### config.mk
export PLATFORM = sky130hd
export DESIGN_NAME = dmem_arbiter
export DESIGN_NICKNAME = d
export VERILOG_FILES = /design/src/rtl/dmem_arbiter.sv
export SDC_FILE = /design/constraint.sdc
export NUM_CORES = 1
export LEC_CHECK = 0
export ABC_AREA = 1
export BUFFER_PORTS_ARGS = -buffer_cell sky130_fd_sc_hd__buf_2
export CORE_AREA = 2 2 124 126
export DETAILED_ROUTE_END_ITERATION = 6
export DIE_AREA = 0 0 126 128
export SYNTH_ARGS = -nofsm -noshare
export SYNTH_HDL_FRONTEND = slang
export SYNTH_SLANG_ARGS = --single-unit
### constraint.sdc
create_clock -name clk -period 4 [get_ports clk]
set_clock_uncertainty 0.05 [all_clocks]
set_input_delay 0 -clock clk [delete_from_list [all_inputs] [get_ports clk]]
set_output_delay 0 -clock clk [all_outputs]
set_load 0.02 [all_outputs]
### src/rtl/dmem_arbiter.sv
// Data RAM arbiter: CPU port has fixed priority and a same-cycle read path;
// DMA port is starvation-protected and receives registered read data.
module dmem_arbiter #(
   parameter int STARVE_LIMIT = 4,
   parameter int CNT_W        = 16
) (
   input  logic             clk,
   input  logic             rst,
   input  logic             c_req,
   input  logic             c_wr,
   input  logic [31:0]      c_addr,
   input  logic [31:0]      c_wdata,
   output logic             c_stall,
   output logic [31:0]      c_rdata,
   input  logic             d_req,
   input  logic             d_wr,
   input  logic [31:0]      d_addr,
   input  logic [31:0]      d_wdata,
   output logic             d_gnt,
   output logic             d_rvalid,
   output logic [31:0]      d_rdata,
   output logic             mem_rd,
   output logic             mem_wr,
   output logic [31:0]      mem_addr,
   output logic [31:0]      mem_wdata,
   input  logic [31:0]      mem_rdata,
   output logic [CNT_W-1:0] stall_cnt
);

   typedef enum logic {NORM, FORCE} state_t;

   localparam logic [7:0] LIMIT = 8'(STARVE_LIMIT);

   state_t     state;
   state_t     state_nxt;
   logic [7:0] wcnt;
   logic [7:0] wcnt_nxt;
   logic       c_gnt;
   logic       d_rd_gnt;

   always_comb begin
      c_gnt     = 1'b0;
      d_gnt     = 1'b0;
      wcnt_nxt  = wcnt;
      state_nxt = state;
      // Reset masks every grant so no RAM write can slip through.
      if (!rst) begin
         case (state)
            NORM: begin
               c_gnt = c_req;
               d_gnt = d_req & ~c_req;
            end
            FORCE: begin
               d_gnt = d_req;
               c_gnt = c_req & ~d_req;
            end
            default: begin
               c_gnt = 1'b0;
               d_gnt = 1'b0;
            end
         endcase
      end
      if (d_req & c_req & ~d_gnt)
         wcnt_nxt = (wcnt >= LIMIT) ? LIMIT : wcnt + 8'd1;
      else if (d_gnt | ~d_req)
         wcnt_nxt = 8'd0;
      case (state)
         NORM:    if (wcnt_nxt == LIMIT) state_nxt = FORCE;
         FORCE:   if (d_gnt | ~d_req) state_nxt = NORM;
         default: state_nxt = NORM;
      endcase
   end

   assign d_rd_gnt  = d_gnt & ~d_wr;
   assign mem_rd    = (c_gnt & ~c_wr) | d_rd_gnt;
   assign mem_wr    = (c_gnt & c_wr) | (d_gnt & d_wr);
   assign mem_addr  = c_gnt ? c_addr  : (d_gnt ? d_addr  : 32'd0);
   assign mem_wdata = c_gnt ? c_wdata : (d_gnt ? d_wdata : 32'd0);
   assign c_stall   = c_req & ~c_gnt;
   assign c_rdata   = (c_gnt & ~c_wr) ? mem_rdata : 32'd0;

   always_ff @(posedge clk) begin
      if (rst) begin
         state     <= NORM;
         wcnt      <= 8'd0;
         d_rvalid  <= 1'b0;
         d_rdata   <= 32'd0;
         stall_cnt <= '0;
      end else begin
         state    <= state_nxt;
         wcnt     <= wcnt_nxt;
         d_rvalid <= d_rd_gnt;
         if (d_rd_gnt)
            d_rdata <= mem_rdata;
         if (c_stall && (stall_cnt != {CNT_W{1'b1}}))
            stall_cnt <= stall_cnt + 1'b1;
      end
   end

endmodule
==> flow_metrics.env, run 1 <==
export IMPL_fin_area_um2=5860
export IMPL_max_slew_margin=0.458
export IMPL_clk_pin_slew_worst_paths_ns=0.05
export IMPL_p_leak_nw=3.05
export IMPL_gp_routability_congestion=0.840
export IMPL_placed_cell_area_um2=5190
export IMPL_regToRegStartpoint="state$_SDFF_PP0_"
export IMPL_ant_nets=0
export IMPL_grt_pass1_wl_mm=24.8
export IMPL_rrSetupSlack_ns=1.84
export IMPL_cts_tree="yes"
export IMPL_cts_setup_buffers=0
export IMPL_grt_max_degree=66
export IMPL_hold_viol_final=0
export IMPL_wl_mm=17.7
export IMPL_cap_violations=0
export IMPL_io_pins=315
export IMPL_finalCritPeriodShare=0.581
export IMPL_nets=968
export IMPL_clk_latency_ns=0.32
export IMPL_synthCells=470
export IMPL_fin_cells=992
export IMPL_numPortBuffers=314
export IMPL_crit_type="input pin to output port"
export IMPL_p_per_area_nw_per_um2=326
export IMPL_core_area_um2=14900
export IMPL_initial_core_util=0.238
export IMPL_path_cells="dlygate4sd3_1 > buf_2 > a21oi_4 > buf_4 > a32o_1 > buf_2"
export IMPL_worst_path_max_delay_cell="dlygate4sd3_1"
export IMPL_synth_ff_type="dfxtp_1"
export IMPL_dr_total_vias=4666
export IMPL_synth_area_um2=3540
export IMPL_yosys_top_cells_count="70 x nand2_1, 64 x a32o_1, 63 x nor2_1"
export IMPL_postLayoutCoreUtil=0.394
export IMPL_rsz0062_at_grt="false"
export IMPL_arrival_ns=2.28
export IMPL_hold_class="input pin to flop"
export IMPL_cpMostUsedCell="buf_2"
export IMPL_cts_sinks=58
export IMPL_syn_avg_cell_area_um2=7.52
export IMPL_fin_crit_ns=2.33
export IMPL_crit_end="mem_wdata[21]"
export IMPL_drtIter0Drc=267
export IMPL_r2r_cells=9
export IMPL_yosys_warnings=0
export IMPL_synth_area_leader_cell="dfxtp_1"
export IMPL_end_kind="output port"
export IMPL_antenna_found_initial=2
export IMPL_grt_pass1_vias=4277
export IMPL_drc=0
export IMPL_root_buffer="clkbuf_16"
export IMPL_max_vdd_ir_drop_mv=0.202
export IMPL_num_antenna_cells=0
export IMPL_synth_cell_types=28
export IMPL_fmax_mhz=430
export IMPL_die_h_um=128
export IMPL_numCtsBuffers=9
export IMPL_grtUsageTotal=0.202
export IMPL_synth_edff_count=0
export IMPL_row_count=45
export IMPL_dp_cells=943
export IMPL_cp_startpoint="d_req"
export IMPL_vias_per_cell=4.70
export IMPL_first_pass_iters=6
export IMPL_detail_route_wl_per_cell_um=17.9
export IMPL_htree_levels=3
export IMPL_yosysTopAreaCellShare=0.328
export IMPL_grt_overflow=0
export IMPL_ys_ff_latch=58
export IMPL_setup_tns_ns=0
export IMPL_startpoint_type="input pin"
export IMPL_dieArea_um2=16100
export IMPL_async_flop_share=0
export IMPL_regToRegEndpoint="d_rdata[19]$_SDFFE_PP0P_"
export IMPL_synth_most_common_cell="nand2_1"
export IMPL_ys_seq_area_frac=0.328
export IMPL_worst_pin_slew_ns=0.812
export IMPL_die_w_um=126
export IMPL_max_stage_delay_ns=0.55
export IMPL_syn_to_final_growth_pct=65.8
export IMPL_clockBufferDepth=2
export IMPL_outcome="finished, final reports clean"
export IMPL_finalMaxSlewViolations=0
export IMPL_worstPathRequired_ns=3.95
export IMPL_setup_viol=0
export IMPL_critPathMaxFanout=41
export IMPL_dp_final_hpwl_mm=13.7
export IMPL_synth_area_leaders="dfxtp_1 33%, a32o_1 18%, nand2_1 7.4%"
export IMPL_drive_above_1_share=0.476
cells by family (layout without fill, tap and decap cells):
kind of cell,count (synthesis),in the layout,synth area share
simple gates,156,156,0.180
compound gates,149,149,0.342
buf+inv,97,427,0.122
flops,58,58,0.328
xor+xnor,6,6,0.0149
fa+ha+maj,3,3,0.0106
other cells,1,5,0.00106
what timing repair did:
action	4_1_cts	5_1_grt
resized for setup	0	0
hold buffers	33	0
endpoints found under the hold margin	33	0
where the power goes:
group	switching, mW	total (mW)	leakage, nW	internal, mW
Sequential	0.0106	0.608	0.472	0.597
Clock	0.258	0.853	0.165	0.594
Combinational	0.273	0.451	2.42	0.178
cells in the final DEF (no fill, tap or decap), types with 3 or more instances in the layout:
master / instances
nand3_1: 11
nand2_2: 4
nand2_1: 70
buf_4: 5
xnor2_1: 4
a32o_1: 64
inv_2: 5
a21oi_2: 24
nand4_1: 5
o21ai_0: 15
clkbuf_8: 3
buf_2: 314
conb_1: 5
o21ai_2: 10
o21ai_1: 10
clkbuf_16: 9
a21oi_1: 23
inv_1: 53
nor2_1: 63
dfxtp_1: 58
ha_1: 3
dlygate4sd3_1: 33
cell type report:
class	count	area [um2]
fillers	1578	9000
clock buffers	12	267
multi-input cells	319	1960
clock inverters	4	72.6
flip-flops and latches	58	1160
well taps	188	235
inverters	59	224
repair buffers	352	1940
state kept, by name, indices dropped and copies added (netlist names):
register,cells
d_rvalid,1
d_rdata,32
stall_cnt,16
wcnt,8
state,1
worst min-delay path by stage:
stage                                         end  slack [ns]  cells past startpoint     startpoint
final                          wcnt[1]$_SDFF_PP0_        0.02                      4          c_req
after global routing           wcnt[2]$_SDFF_PP0_        0.03                      4          c_req
after CTS                      wcnt[2]$_SDFF_PP0_       0.008                      4          c_req
after detailed placement  d_rdata[2]$_SDFFE_PP0P_        0.20                      3   mem_rdata[2]
after global placement    d_rdata[2]$_SDFFE_PP0P_        0.20                      3   mem_rdata[2]
after floorplan                       c_rdata[10]        0.09                      2  mem_rdata[10]
per-layer routing:
metal | global-route usage | share of wire | wire [um] | vias to the layer above
li1 | - | - | - | 2284
met5 | 0 | 0.00073 | 13 | -
met1 | 0.226 | 0.37 | 6580 | 2141
met4 | 0.0549 | 0.014 | 247 | 2
met2 | 0.337 | 0.47 | 8390 | 223
met3 | 0.108 | 0.14 | 2490 | 16
worst max-delay path, delay by kind of cell:
family	cells	cell delay, ns
buffers and inverters	4	1.43
AOI/OAI and AO/OA	2	0.80
per-stage QoR:
step,hold WS (ns),setup WS (ns),total power [mW]
after floorplan,0.0908,2.27,0.849
final,0.0194,1.67,1.91
after global routing,0.0336,1.51,1.98
after detailed placement,0.204,1.86,1.04
after CTS,0.00807,1.67,1.93
after global placement,0.199,1.90,1.04
No activity file was read; power rests on OpenSTA's default activity.
==> run 2: changes to the inputs <==
==> constraint.sdc (replaced) <==
create_clock -name clk -period 2.4 [get_ports clk]
set_clock_uncertainty 0.05 [all_clocks]
set_input_delay 0 -clock clk [delete_from_list [all_inputs] [get_ports clk]]
set_output_delay 0 -clock clk [all_outputs]
set_load 0.02 [all_outputs]
==> flow_metrics.env, run 2 (synthesis gave the netlist of run 1 again) <==
export IMPL_outcome="finished, final reports clean"
export IMPL_startpoint_type="flop"
export IMPL_clk_latency_ns=0.32
export IMPL_wl_mm=18.5
export IMPL_internal_power_mw=2.12
export IMPL_setup_tns_ns=0
export IMPL_numCtsBuffers=9
export IMPL_grt_pass1_wl_mm=26.4
export IMPL_end_kind="output port"
export IMPL_grt_pass1_vias=4422
export IMPL_p_per_area_nw_per_um2=515
export IMPL_fin_crit_ns=2.07
export IMPL_grt_max_degree=63
export IMPL_p_total_mw=3.02
export IMPL_drc=0
export IMPL_combPwrFrac=0.254
export IMPL_core_area_um2=14900
export IMPL_max_slew_margin=0.567
export IMPL_htree_levels=3
export IMPL_cap_violations=0
export IMPL_row_count=45
export IMPL_vias_per_cell=4.79
export IMPL_initial_core_util=0.238
export IMPL_mostFrequentLayoutCell="buf_2"
export IMPL_dr_total_vias=4770
export IMPL_ant_nets=0
export IMPL_largest_reg_flops=32
export IMPL_root_buffer="clkbuf_16"
export IMPL_dp_final_hpwl_mm=14.4
export IMPL_drive_above_1_share=0.476
export IMPL_dieArea_um2=16100
export IMPL_crit_type="flop to output port"
export IMPL_clk_pin_slew_worst_paths_ns=0.05
export IMPL_power_share_clock=0.410
export IMPL_clockBufferDepth=2
export IMPL_syn_to_final_growth_pct=65.6
export IMPL_cts_sinks=58
export IMPL_numPortBuffers=314
export IMPL_gp_routability_congestion=0.875
export IMPL_nets=972
export IMPL_io_pins=315
export IMPL_post_cts_resized=0
export IMPL_rsz0062_at_grt="false"
export IMPL_power_switching_mw=0.897
export IMPL_max_vdd_ir_drop_mv=0.478
export IMPL_largest_registers="d_rdata (32), stall_cnt (16), wcnt (8)"
export IMPL_antenna_found_initial=2
export IMPL_setup_viol=0
export IMPL_arrival_ns=2.02
export IMPL_fill_cells=1580
export IMPL_die_h_um=128
export IMPL_die_w_um=126
export IMPL_hold_viol_final=0
export IMPL_regMostFlops="d_rdata"
export IMPL_cts_tree="yes"
export IMPL_grtUsageTotal=0.213
export IMPL_worstPathRequired_ns=2.35
export IMPL_detail_route_wl_per_cell_um=18.5
export IMPL_whs_ns=0.0184
export IMPL_finalCritPeriodShare=0.863
export IMPL_hold_class="input pin to flop"
export IMPL_regArea_um2=1160
export IMPL_final_cell_mix="314 x buf_2, 70 x nand2_1, 64 x a32o_1"
export IMPL_grt_overflow=0
export IMPL_switching_share=0.297
export IMPL_drtIter0Drc=288
export IMPL_first_pass_iters=5
export IMPL_multi_input_area_um2=1960
export IMPL_p_leak_nw=3.05
export IMPL_power_share_sequential=0.336
export IMPL_fmax_mhz=483
export IMPL_worst_pin_slew_ns=0.649
export IMPL_critPathMaxFanout=40
export IMPL_finalMaxSlewViolations=0
-- run 2: cell types whose count changed in the layout (fill, tap and decap cells not counted), sizes merged --
cell	previous run	this run
buf	319	323
clkinvlp	1	0
clkinv	1	2
bufinv	2	1
diode	0	1
-- run 2: final timing paths --
path         slack (ns)                         to                      start  cells past startpoint
min                0.02         wcnt[0]$_SDFF_PP0_                      d_req                      3
min reg2reg        0.46         wcnt[1]$_SDFF_PP0_         wcnt[1]$_SDFF_PP0_                      2
max                0.33                c_rdata[31]           state$_SDFF_PP0_                      6
max reg2reg        0.69  stall_cnt[4]$_SDFFE_PP0P_  stall_cnt[0]$_SDFFE_PP0P_                      7
-- run 2: per-stage QoR --
stage / std cells / worst slack, ns / utilization / area [um2]
2_1_floorplan: 474 / 0.669 / - / 3550
3_3_place_gp: 947 / 0.705 / 0.352 / 5240
3_5_place_dp: 947 / 0.689 / 0.352 / 5240
4_1_cts: 995 / 0.356 / 0.394 / 5850
5_1_grt: 995 / 0.219 / 0.394 / 5850
6_report: 996 / 0.329 / 0.394 / 5860
-- run 2: area by class of cell --
cell class	count	share of cell area
diodes	1	0.000427
clock buffers	12	0.0421
clock inverters	3	0.00684
inverters	59	0.0382
multi-input cells	319	0.335
flip-flops and latches	58	0.198
well taps	188	0.0402
repair buffers	356	0.338
-- run 2: power by group through the flow --
stage / Clock, mW / Sequential, mW / Combinational (mW)
after CTS: 1.26 / 1.01 / 0.764
final: 1.24 / 1.01 / 0.766
after floorplan: 0 / 1.06 / 0.354
after global routing: 1.30 / 1.02 / 0.816
after global placement: 0 / 1.03 / 0.725
after detailed placement: 0 / 1.03 / 0.720
-- run 2: layer usage --
| layer | wire [um] | up-vias | part of all wire | global-route usage |
|---|---|---|---|---|
| li1 | - | 2291 | - | - |
| met3 | 1860 | 16 | 0.10 | 0.0643 |
| met2 | 8880 | 239 | 0.48 | 0.358 |
| met5 | 13 | - | 0.00070 | 0 |
| met1 | 7560 | 2222 | 0.41 | 0.270 |
| met4 | 150 | 2 | 0.0081 | 0.0491 |
-- run 2: critical path, stage by stage, from the launching register on --
cell and delay [ns]:
dfxtp_1 0.33, a21oi_4 0.18, buf_4 0.39, nand3_1 0.13
buf_4 0.28, nor2_1 0.19, buf_2 0.19
-- run 2: repair_timing --
item	4_1_cts	5_1_grt
hold endpoints to repair	34	0
hold buffers	33	0
setup buffers	0	0
